`src/rtl/ddr_frame_pkg.sv`:
```
// Shared definitions for the DDR frame engines: write-engine state encoding
// and the position of the two-bit bank field at the top of a DDR word address.
package ddr_frame_pkg;

  typedef enum logic [2:0] {
    ST_IDLE  = 3'd0,
    ST_ARMED = 3'd1,
    ST_REQ   = 3'd2,
    ST_DATA  = 3'd3,
    ST_DONE  = 3'd4
  } wr_state_t;

  // Bank select occupies the top BANK_W bits of every DDR word address.
  localparam int BANK_W = 2;

  // Lowest bit index of the bank field for a given address width.
  function automatic int bank_lsb(input int addr_w);
    return addr_w - BANK_W;
  endfunction

endpackage

```
`src/rtl/ddr_burst_addr_gen.sv`:
```
// Burst index counter and burst start-address formation for one frame.
// The in-bank offset wraps modulo the bank size and never touches the bank bits.
module ddr_burst_addr_gen
  import ddr_frame_pkg::*;
#(
  parameter int ADDR_W       = 25,
  parameter int BURST_LEN    = 64,
  parameter int FRAME_BURSTS = 4800,
  parameter int BASE_ADDR    = 0
) (
  input  logic              clk_i,
  input  logic              rst_ni,
  input  logic              restart_i,  // new frame: latch bank, index back to 0
  input  logic [BANK_W-1:0] bank_i,
  input  logic              advance_i,  // step to the next burst of the frame
  input  logic              addr_en_i,  // refresh the registered start address
  output logic              last_o,     // current burst is the final one
  output logic [ADDR_W-1:0] addr_o
);

  localparam int OFF_W = bank_lsb(ADDR_W);
  localparam int IDX_W = (FRAME_BURSTS > 1) ? $clog2(FRAME_BURSTS) : 1;

  logic [BANK_W-1:0] bank_q, bank_d;
  logic [IDX_W-1:0]  idx_q, idx_d;
  logic [ADDR_W-1:0] addr_q;
  logic [OFF_W-1:0]  offset;

  // Offset arithmetic is done at OFF_W bits so overflow simply wraps in-bank.
  assign offset = OFF_W'(BASE_ADDR) + OFF_W'(idx_q) * OFF_W'(BURST_LEN);
  assign last_o = (idx_q == IDX_W'(FRAME_BURSTS - 1));
  assign addr_o = addr_q;

  // Next bank / burst index: restart wins over advance.
  always_comb begin
    bank_d = bank_q;
    idx_d  = idx_q;
    if (restart_i) begin
      bank_d = bank_i;
      idx_d  = '0;
    end else if (advance_i) begin
      idx_d = idx_q + 1'b1;
    end
  end

  // Bank, index and the registered burst start address.
  always_ff @(posedge clk_i or negedge rst_ni) begin
    if (!rst_ni) begin
      bank_q <= '0;
      idx_q  <= '0;
      addr_q <= '0;
    end else begin
      bank_q <= bank_d;
      idx_q  <= idx_d;
      if (addr_en_i) addr_q <= {bank_q, offset};
    end
  end

endmodule

```
`src/rtl/ddr_frame_writer.sv`:
```
// Per-channel DDR frame write engine: drains a show-ahead FIFO into one bank
// as fixed-length bursts and pulses frame_wr_done after the last beat.
// Optional macro FRAME_WR_ERR_EN adds a sticky frame_err truncation flag.
module ddr_frame_writer
  import ddr_frame_pkg::*;
#(
  parameter int ADDR_W       = 25,
  parameter int DATA_W       = 64,
  parameter int BURST_LEN    = 64,
  parameter int FRAME_BURSTS = 4800,
  parameter int BASE_ADDR    = 0
) (
  input  logic                           ddr_clk,
  input  logic                           sys_rstn,
  input  logic                           wr_load,
  input  logic [BANK_W-1:0]              wr_bank,
  input  logic [$clog2(BURST_LEN)+1:0]   fifo_rd_cnt,
  input  logic [DATA_W-1:0]              fifo_rd_data,
  output logic                           fifo_rd_en,
  output logic                           wr_req,
  input  logic                           wr_grant,
  output logic [ADDR_W-1:0]              wr_addr,
  output logic [DATA_W-1:0]              wr_data,
  input  logic                           wr_data_rdy,
  output logic                           frame_wr_done,
  output logic                           busy
`ifdef FRAME_WR_ERR_EN
  ,
  output logic                           frame_err
`endif
);

  localparam int CNT_W  = $clog2(BURST_LEN) + 2;
  localparam int BEAT_W = (BURST_LEN > 1) ? $clog2(BURST_LEN) : 1;

  wr_state_t         state_q, state_d;
  logic [BEAT_W-1:0] beat_q, beat_d;
  logic              pend_q, pend_d;
  logic [BANK_W-1:0] pend_bank_q, pend_bank_d;
  logic              restart, advance, last_burst, burst_end;
  logic [BANK_W-1:0] restart_bank;

  assign burst_end = (state_q == ST_DATA) && wr_data_rdy &&
                     (beat_q == BEAT_W'(BURST_LEN - 1));

  ddr_burst_addr_gen #(
    .ADDR_W      (ADDR_W),
    .BURST_LEN   (BURST_LEN),
    .FRAME_BURSTS(FRAME_BURSTS),
    .BASE_ADDR   (BASE_ADDR)
  ) u_addr_gen (
    .clk_i    (ddr_clk),
    .rst_ni   (sys_rstn),
    .restart_i(restart),
    .bank_i   (restart_bank),
    .advance_i(advance),
    .addr_en_i(state_q == ST_ARMED),
    .last_o   (last_burst),
    .addr_o   (wr_addr)
  );

  // Next-state logic; a load during a burst is parked so the burst always finishes.
  always_comb begin
    state_d      = state_q;
    beat_d       = beat_q;
    pend_d       = pend_q;
    pend_bank_d  = pend_bank_q;
    restart      = 1'b0;
    restart_bank = wr_bank;
    advance      = 1'b0;
    case (state_q)
      ST_IDLE: begin
        if (wr_load) begin
          restart = 1'b1;
          state_d = ST_ARMED;
        end
      end
      ST_ARMED: begin
        // A fresh load restarts the frame; the threshold is re-evaluated next cycle.
        if (wr_load) begin
          restart = 1'b1;
        end else if (fifo_rd_cnt >= CNT_W'(BURST_LEN)) begin
          state_d = ST_REQ;
        end
      end
      ST_REQ: begin
        if (wr_load) begin
          pend_d      = 1'b1;
          pend_bank_d = wr_bank;
        end
        if (wr_grant) begin
          beat_d  = '0;
          state_d = ST_DATA;
        end
      end
      ST_DATA: begin
        if (wr_data_rdy) beat_d = beat_q + 1'b1;
        if (burst_end) begin
          if (pend_q || (wr_load && !last_burst)) begin
            // Truncated frame: restart with the newest requested bank.
            restart      = 1'b1;
            restart_bank = wr_load ? wr_bank : pend_bank_q;
            pend_d       = 1'b0;
            state_d      = ST_ARMED;
          end else if (last_burst) begin
            // A load on the final beat does not truncate; it arms after DONE.
            if (wr_load) begin
              pend_d      = 1'b1;
              pend_bank_d = wr_bank;
            end
            state_d = ST_DONE;
          end else begin
            advance = 1'b1;
            state_d = ST_ARMED;
          end
        end else if (wr_load) begin
          pend_d      = 1'b1;
          pend_bank_d = wr_bank;
        end
      end
      ST_DONE: begin
        if (wr_load || pend_q) begin
          restart      = 1'b1;
          restart_bank = wr_load ? wr_bank : pend_bank_q;
          pend_d       = 1'b0;
          state_d      = ST_ARMED;
        end else begin
          state_d = ST_IDLE;
        end
      end
      default: state_d = ST_IDLE;
    endcase
  end

  // State, beat counter and parked-load registers.
  always_ff @(posedge ddr_clk or negedge sys_rstn) begin
    if (!sys_rstn) begin
      state_q     <= ST_IDLE;
      beat_q      <= '0;
      pend_q      <= 1'b0;
      pend_bank_q <= '0;
    end else begin
      state_q     <= state_d;
      beat_q      <= beat_d;
      pend_q      <= pend_d;
      pend_bank_q <= pend_bank_d;
    end
  end

  assign wr_req        = (state_q == ST_REQ);
  assign fifo_rd_en    = (state_q == ST_DATA) && wr_data_rdy;
  assign wr_data       = (state_q == ST_DATA) ? fifo_rd_data : '0;
  assign frame_wr_done = (state_q == ST_DONE);
  assign busy          = (state_q != ST_IDLE);

`ifdef FRAME_WR_ERR_EN
  logic err_q, truncate;

  // Any load that cuts short an active frame; a load on the final beat does not.
  assign truncate = wr_load &&
                    ((state_q == ST_ARMED) || (state_q == ST_REQ) ||
                     ((state_q == ST_DATA) && !(burst_end && last_burst && !pend_q)));

  // Sticky truncation flag, cleared by the next completed frame.
  always_ff @(posedge ddr_clk or negedge sys_rstn) begin
    if (!sys_rstn)                err_q <= 1'b0;
    else if (truncate)            err_q <= 1'b1;
    else if (state_q == ST_DONE)  err_q <= 1'b0;
  end

  assign frame_err = err_q;
`endif

endmodule

```
`config.mk`:
```
export PLATFORM = sky130hd
export DESIGN_NAME = ddr_frame_writer
export DESIGN_NICKNAME = d
export VERILOG_FILES = /design/src/rtl/ddr_frame_pkg.sv /design/src/rtl/ddr_burst_addr_gen.sv /design/src/rtl/ddr_frame_writer.sv
export SDC_FILE = /design/constraint.sdc
export NUM_CORES = 1
export LEC_CHECK = 0
export CAP_MARGIN = 20
export CORE_UTILIZATION = 37
export CTS_CLUSTER_SIZE = 24
export DETAILED_ROUTE_END_ITERATION = 16
export PLACE_DENSITY = 0.91
export RECOVER_POWER = 100
export SYNTH_ARGS = -nofsm -noshare
export SYNTH_HDL_FRONTEND = slang
export SYNTH_SLANG_ARGS = --single-unit
export TNS_END_PERCENT = 50
```
`constraint.sdc`:
```
create_clock -name ddr_clk -period 2.85 [get_ports ddr_clk]
set_clock_uncertainty 0.1 [all_clocks]
set_input_delay 0.4275 -clock ddr_clk [delete_from_list [all_inputs] [get_ports ddr_clk]]
set_output_delay 0.4275 -clock ddr_clk [all_outputs]
set_load 0.05 [all_outputs]
```
==> flow_summary_export.csv, run 1 <==
group,metric,value,unit
synth,yosysUniqueCellTypes,43,
floorplanning,die-area,7480,um^2
grt,grt_max_degree,61,
sta,tightestPinTransition,2.19,ns
floorplanning,die_w,86.5,um
routing,drt_iter0_drc,213,
place,gp_congestion,0.861,
sta,setup_viol,0,
cells_and_area,final_cell_mix,"clkdlybuf4s50_1, buf_12, and2_0, dfrtp_1, nor2_1",
setup_path,path_class,"flop to primary output",
clock_tree,cts_buffers,5,
synth,synthSimpleGateAreaFrac,33.0,%
min_path,hold_path.class,"flop to flop",
setup_path,required,2.32,ns
sta,hold_viol,0,
grt,grt_pass1_wl,13.7,mm
cells_and_area,layout_commonest_cell,"clkdlybuf4s50_1",
sta,maxSlewViolCount,43,
synth,ys_seq_elements,42,
clock_tree,hold_buffers,0,
synth,synth_adder_area_share,0.947,%
setup_path,cp-end-kind,"primary output",
synth,synth_area,2640,um^2
clock_tree,ctsRootBufferMaster,"clkbuf_8",
routing,vias,2652,
clock_tree,cts_max_level,2,
synth,synthXorXnorAreaFrac,5.30,%
sta,finalSetupTns,0,ns
synth,synth_edf_count,0,
synth,synth_mux_area_share,8.85,%
cells_and_area,n_antenna_cell,0,
sta,rsz0062_at_grt,"no",
synth,syn_inst,290,
grt,overflow,0,
place,dpl.hpwl,7.17,mm
status,violations,"capacitance limit, slew limit",
synth,synth_seq_area_share,39.8,%
routing,wl_met1,3.43,mm
status,outcome,"finished with violations",
power_and_ir_drop,p_per_area,972,nW/um^2
sta,slew_headroom,-46.3,%
power_and_ir_drop,leakage,2.18,nW
cells_and_area,drive_gt1_share,22.0,%
routing,drc,0,
synth,ys.warnings.count,0,
synth,async_reset_ff_share,100,%
setup_path,start_kind,"flop",
floorplanning,core,6830,um^2
grt,antenna_found_initial,0,
grt,grt_usage,24.0,%
clock_tree,cts_setup_buffers,0,
routing,wire_per_inst,16.5,um
routing,wl_met2,4.55,mm
floorplanning,die-height,86.5,um
cells_and_area,final_cells,537,
sta,fmax,373,MHz
setup_path,crit_arrival,2.15,ns
clock_tree,cts_tree,"done",
cells_and_area,final_nets,521,
clock_tree,cts_resized,0,
synth,synth_compound_area_share,5.54,%
routing,drtAntennaViolNets,0,
synth,synth_area_leader_cell,"dfrtp_1",
clock_tree,clk_pin_slew,0.08,ns
routing,wl_met3,731,um
sta,min_period,2.68,ns
clock_tree,clock_latency,0.31,ns
synth,synth_top_family_by_area,"simple AND/OR/NAND/NOR gates",
grt,grt_pass1_vias,2615,
floorplanning,rows,30,
power_and_ir_drop,vdd_ir_drop_max,0.000586,V
floorplanning,top_level_ports,172,
sta,fin_crit_sh,94.0,%
routing,vias_per_cell,4.94,
routing,dr.pass1.iters,4,
synth,ys.flop_type,"dfrtp_1",
cells_and_area,areaGrowthSynthToFinish,89.7,%
clock_tree,cts.sinks,42,
routing,highest_layer,"met4",
synth,synth_top_area_share,39.8,%
routing,wl,8.86,mm
synth,netlist_top_cells_area,"dfrtp_1, and2_1, mux2_2",
floorplanning,start_util,38.7,%
job,maxCapViolations,1,
setup_path,critPathMaxFanout,14,
place,io_buffers,155,
clock_tree,clockBufferDepth,2,
place,placedCellCount,529,
synth,avgSynthCellArea,9.11,um^2
==> cell type report <==
type	count	area, um^2
tap	96	120
multi-input combinational	224	1460
inverter	6	22.5
clock buffer	6	82.6
fill	440	1820
sequential	42	1050
clock inverter	2	60.1
timing repair buffer	161	2220
==> final timing paths <==
check	startpoint	endpoint	slack [ns]	cells after the start
worst min-delay path	u_addr_gen.addr_o[12]	u_addr_gen.addr_o[12]	0.41	1
worst max register to register	u_addr_gen.idx_q[0]	u_addr_gen.bank_q[0]	0.25	6
worst min register to register	u_addr_gen.addr_o[12]	u_addr_gen.addr_o[12]	0.41	1
min in group asynchronous	sys_rstn	u_addr_gen.addr_o[17]	0.65	1
max in group asynchronous	sys_rstn	beat_q[1]	0.73	1
worst max-delay path	state_q[1]	wr_req	0.17	3
==> kinds of logic after synthesis <==
kind of cell    Yosys count
mux                      21
xor+xnor                 16
other cells               1
flops                    42
compound gates           21
buf+inv                  33
simple gates            154
fa+ha+maj                 2
==> where the power goes <==
group | total [mW] | internal, mW | switching (mW) | leakage, nW
combinational | 3.52 | 1.55 | 1.96 | 1.56
clock | 0.581 | 0.374 | 0.207 | 0.0714
sequential | 0.778 | 0.681 | 0.0967 | 0.550
total | 4.87 | 2.61 | 2.27 | 2.18
==> routing by layer <==
metal,vias up,track usage (%)
met2,122,40.7
met4,0,5.30
li1,1241,-
met5,-,0
met1,1274,29.5
met3,15,8.48
==> critical path: stages (launching register included) <==
cell             delay [ns]
dfrtp_1                0.59
nand2b_1               0.22
nor2_1                 0.19
clkdlybuf4s50_1        0.84
==> through the flow <==
stage	cell area (um^2)	worst slack (ns)	total power [mW]	util [%]	hold WS (ns)
floorplan	2680	0.521	2.60	-	0.0319
global placement	4910	0.410	4.33	71.8	0.375
detailed placement	4910	0.303	4.39	71.8	0.396
CTS	5050	0.145	4.98	73.9	0.176
global route	5010	0.0483	5.07	73.4	0.426
finish	5010	0.171	4.87	73.4	0.406
==> cells in the mapped netlist (3+ instances only) <==
cell type,count
xnor2_1,12
nor2_1,27
nand2_1,15
xor2_1,4
o21a_1,3
buf_4,10
dfrtp_1,42
clkbuf_1,14
nor4_1,4
and2_1,67
a31oi_1,3
nand4_1,6
mux2_2,17
a21oi_1,5
nor2b_1,3
o21ai_0,4
inv_1,6
nand3_1,6
nor3_1,7
==> flip-flops by register name (all words and copies together), names as in the netlist <==
register           cells
beat_q                 6
pend_bank_q            2
pend_q                 1
state_q                3
u_addr_gen.addr_o     15
u_addr_gen.bank_q      2
u_addr_gen.idx_q      13
Power figures use the tool's default switching activity.
==> inputs of run 2 (changes only) <==
--- a/config.mk
+++ b/config.mk
@@ -7,6 +7,7 @@
 export LEC_CHECK = 0
 export CAP_MARGIN = 20
 export CORE_UTILIZATION = 37
+export CTS_BUF_LIST = sky130_fd_sc_hd__clkbuf_16
 export CTS_CLUSTER_SIZE = 24
 export DETAILED_ROUTE_END_ITERATION = 16
 export PLACE_DENSITY = 0.91
==> flow_summary_export.csv, run 2 (synthesis results as in run 1) <==
group,metric,value,unit
status,outcome,"finished with violations",
status,violations,"capacitance limit, slew limit",
grt,grt_max_degree,61,
setup_path,r2r_setup_slack,0.25,ns
power_and_ir_drop,vdd_ir_drop_max,0.000580,V
floorplanning,top_level_ports,172,
sta,fmax,370,MHz
sta,maxSlewViolCount,43,
sta,fin_crit_sh,94.9,%
place,dpl.hpwl,7.17,mm
sta,hold_viol,0,
clock_tree,clock_latency,0.29,ns
clock_tree,cts_resized,0,
cells_and_area,finish.utilization,74.2,%
setup_path,worstReg2RegEnd,"u_addr_gen.bank_q[0]",
routing,vias_per_cell,4.92,
clock_tree,clk_pin_slew,0.06,ns
clock_tree,cts.sinks,42,
sta,finalSetupTns,0,ns
cells_and_area,layout_commonest_cell,"clkdlybuf4s50_1",
grt,overflow,0,
routing,drt_iter0_drc,145,
place,placed_area,4910,um^2
floorplanning,start_util,38.7,%
power_and_ir_drop,leakage,2.21,nW
clock_tree,cts_tree,"done",
setup_path,rr_worst_depth,6,
clock_tree,ctsRootBufferMaster,"clkbuf_16",
min_path,hold_path.class,"flop to flop",
cells_and_area,final_nets,521,
sta,setup_viol,0,
sta,min_period,2.70,ns
cells_and_area,final_cells,537,
clock_tree,hold_buffers,0,
floorplanning,die_w,86.5,um
clock_tree,cts_buffers,5,
sta,slew_headroom,-46.2,%
setup_path,start_kind,"flop",
grt,grt_usage,23.6,%
grt,grt_pass1_wl,13.5,mm
floorplanning,core,6830,um^2
power_and_ir_drop,p_per_area,994,nW/um^2
cells_and_area,largest_reg_flops,15,
floorplanning,die-area,7480,um^2
sta,rsz0062_at_grt,"no",
routing,wire_per_inst,16.4,um
cells_and_area,final_cell_mix,"clkdlybuf4s50_1, buf_12, and2_0, dfrtp_1, nor2_1",
routing,drtAntennaViolNets,0,
cells_and_area,n_antenna_cell,0,
floorplanning,rows,30,
grt,grt_pass1_vias,2594,
routing,dr.pass1.iters,4,
clock_tree,clockBufferDepth,2,
cells_and_area,drive_gt1_share,21.8,%
cells_and_area,ff_latch_area,1050,um^2
routing,drc,0,
floorplanning,die-height,86.5,um
min_path,whs_path_depth,1,
setup_path,required,2.32,ns
cells_and_area,multi_input_area,1460,um^2
place,gp_congestion,0.861,
min_path,hold_path.startpoint,"u_addr_gen.addr_o[18]",
sta,tightestPinTransition,2.19,ns
cells_and_area,final_area,5070,um^2
setup_path,cp-end-kind,"primary output",
routing,wl,8.80,mm
setup_path,reg2reg_from,"u_addr_gen.idx_q[0]",
setup_path,critPathMaxFanout,14,
setup_path,path_class,"flop to primary output",
place,io_buffers,155,
cells_and_area,fill_cells,428,
clock_tree,cts_max_level,2,
min_path,holdPathEnd,"u_addr_gen.addr_o[18]",
clock_tree,cts_setup_buffers,0,
place,placedCellCount,529,
grt,antenna_found_initial,0,
setup_path,crit_arrival,2.18,ns
routing,vias,2644,
job,maxCapViolations,1,
cells_and_area,areaGrowthSynthToFinish,91.8,%
run 2: changes by cell type in the layout (fill, tap and decap cells not counted):
cell,delta
clkbuf_8,-6
clkdlybuf4s50_1,-1
buf_6,-1
clkbuf_16,+5
clkinv_1,+1
buf_12,+1
dlygate4sd3_1,+1
run 2: metal layers:
layer  share of wire (%)  wire, um  track usage [%]  vias to the layer above
li1                    -         -                -                     1247
met1                  39      3410             29.2                     1262
met2                  51      4510             39.8                      124
met3                 8.8       772             7.90                       11
met4                 1.2       104             5.30                        0
met5                   0         0                0                        -
run 2: worst max-delay path by stage:
stage                            from                    to  slack, ns  depth (start not counted)
after CTS                  state_q[1]                wr_req       0.18                          3
final                      state_q[1]                wr_req       0.15                          3
after floorplan           wr_data_rdy  u_addr_gen.bank_q[0]       0.52                          6
after global routing       state_q[1]                wr_req       0.04                          3
after detailed placement  wr_data_rdy  u_addr_gen.bank_q[0]       0.30                          6
after global placement    wr_data_rdy  u_addr_gen.bank_q[0]       0.41                          6
run 2: final cells by class:
class / count / share of cell area, %
clock buffers: 5 / 2.47
clock inverters: 3 / 1.26
inverters: 6 / 0.444
multi-input cells: 224 / 28.8
flip-flops and latches: 42 / 20.7
well taps: 96 / 2.37
repair buffers: 161 / 43.9
run 2: worst max-delay path, cell delays in order, from the launching register on:
cell and delay [ns]:
dfrtp_1 0.59, nand2b_1 0.22, nor2_1 0.18, dlygate4sd3_1 0.90
run 2: stage by stage:
stage / power (mW) / setup slack (ns) / hold WS [ns]
after detailed placement: 4.39 / 0.303 / 0.396
after global placement: 4.33 / 0.410 / 0.375
final: 5.04 / 0.146 / 0.403
after global routing: 5.23 / 0.0387 / 0.419
after CTS: 5.11 / 0.177 / 0.206
after floorplan: 2.60 / 0.521 / 0.0319
run 2: report_power, final:
group          internal [mW]  switching, mW  leakage (nW)
logic                   1.57           1.96          1.57
clock network          0.499          0.226        0.0915
registers              0.682         0.0970         0.550
total                   2.75           2.28          2.21
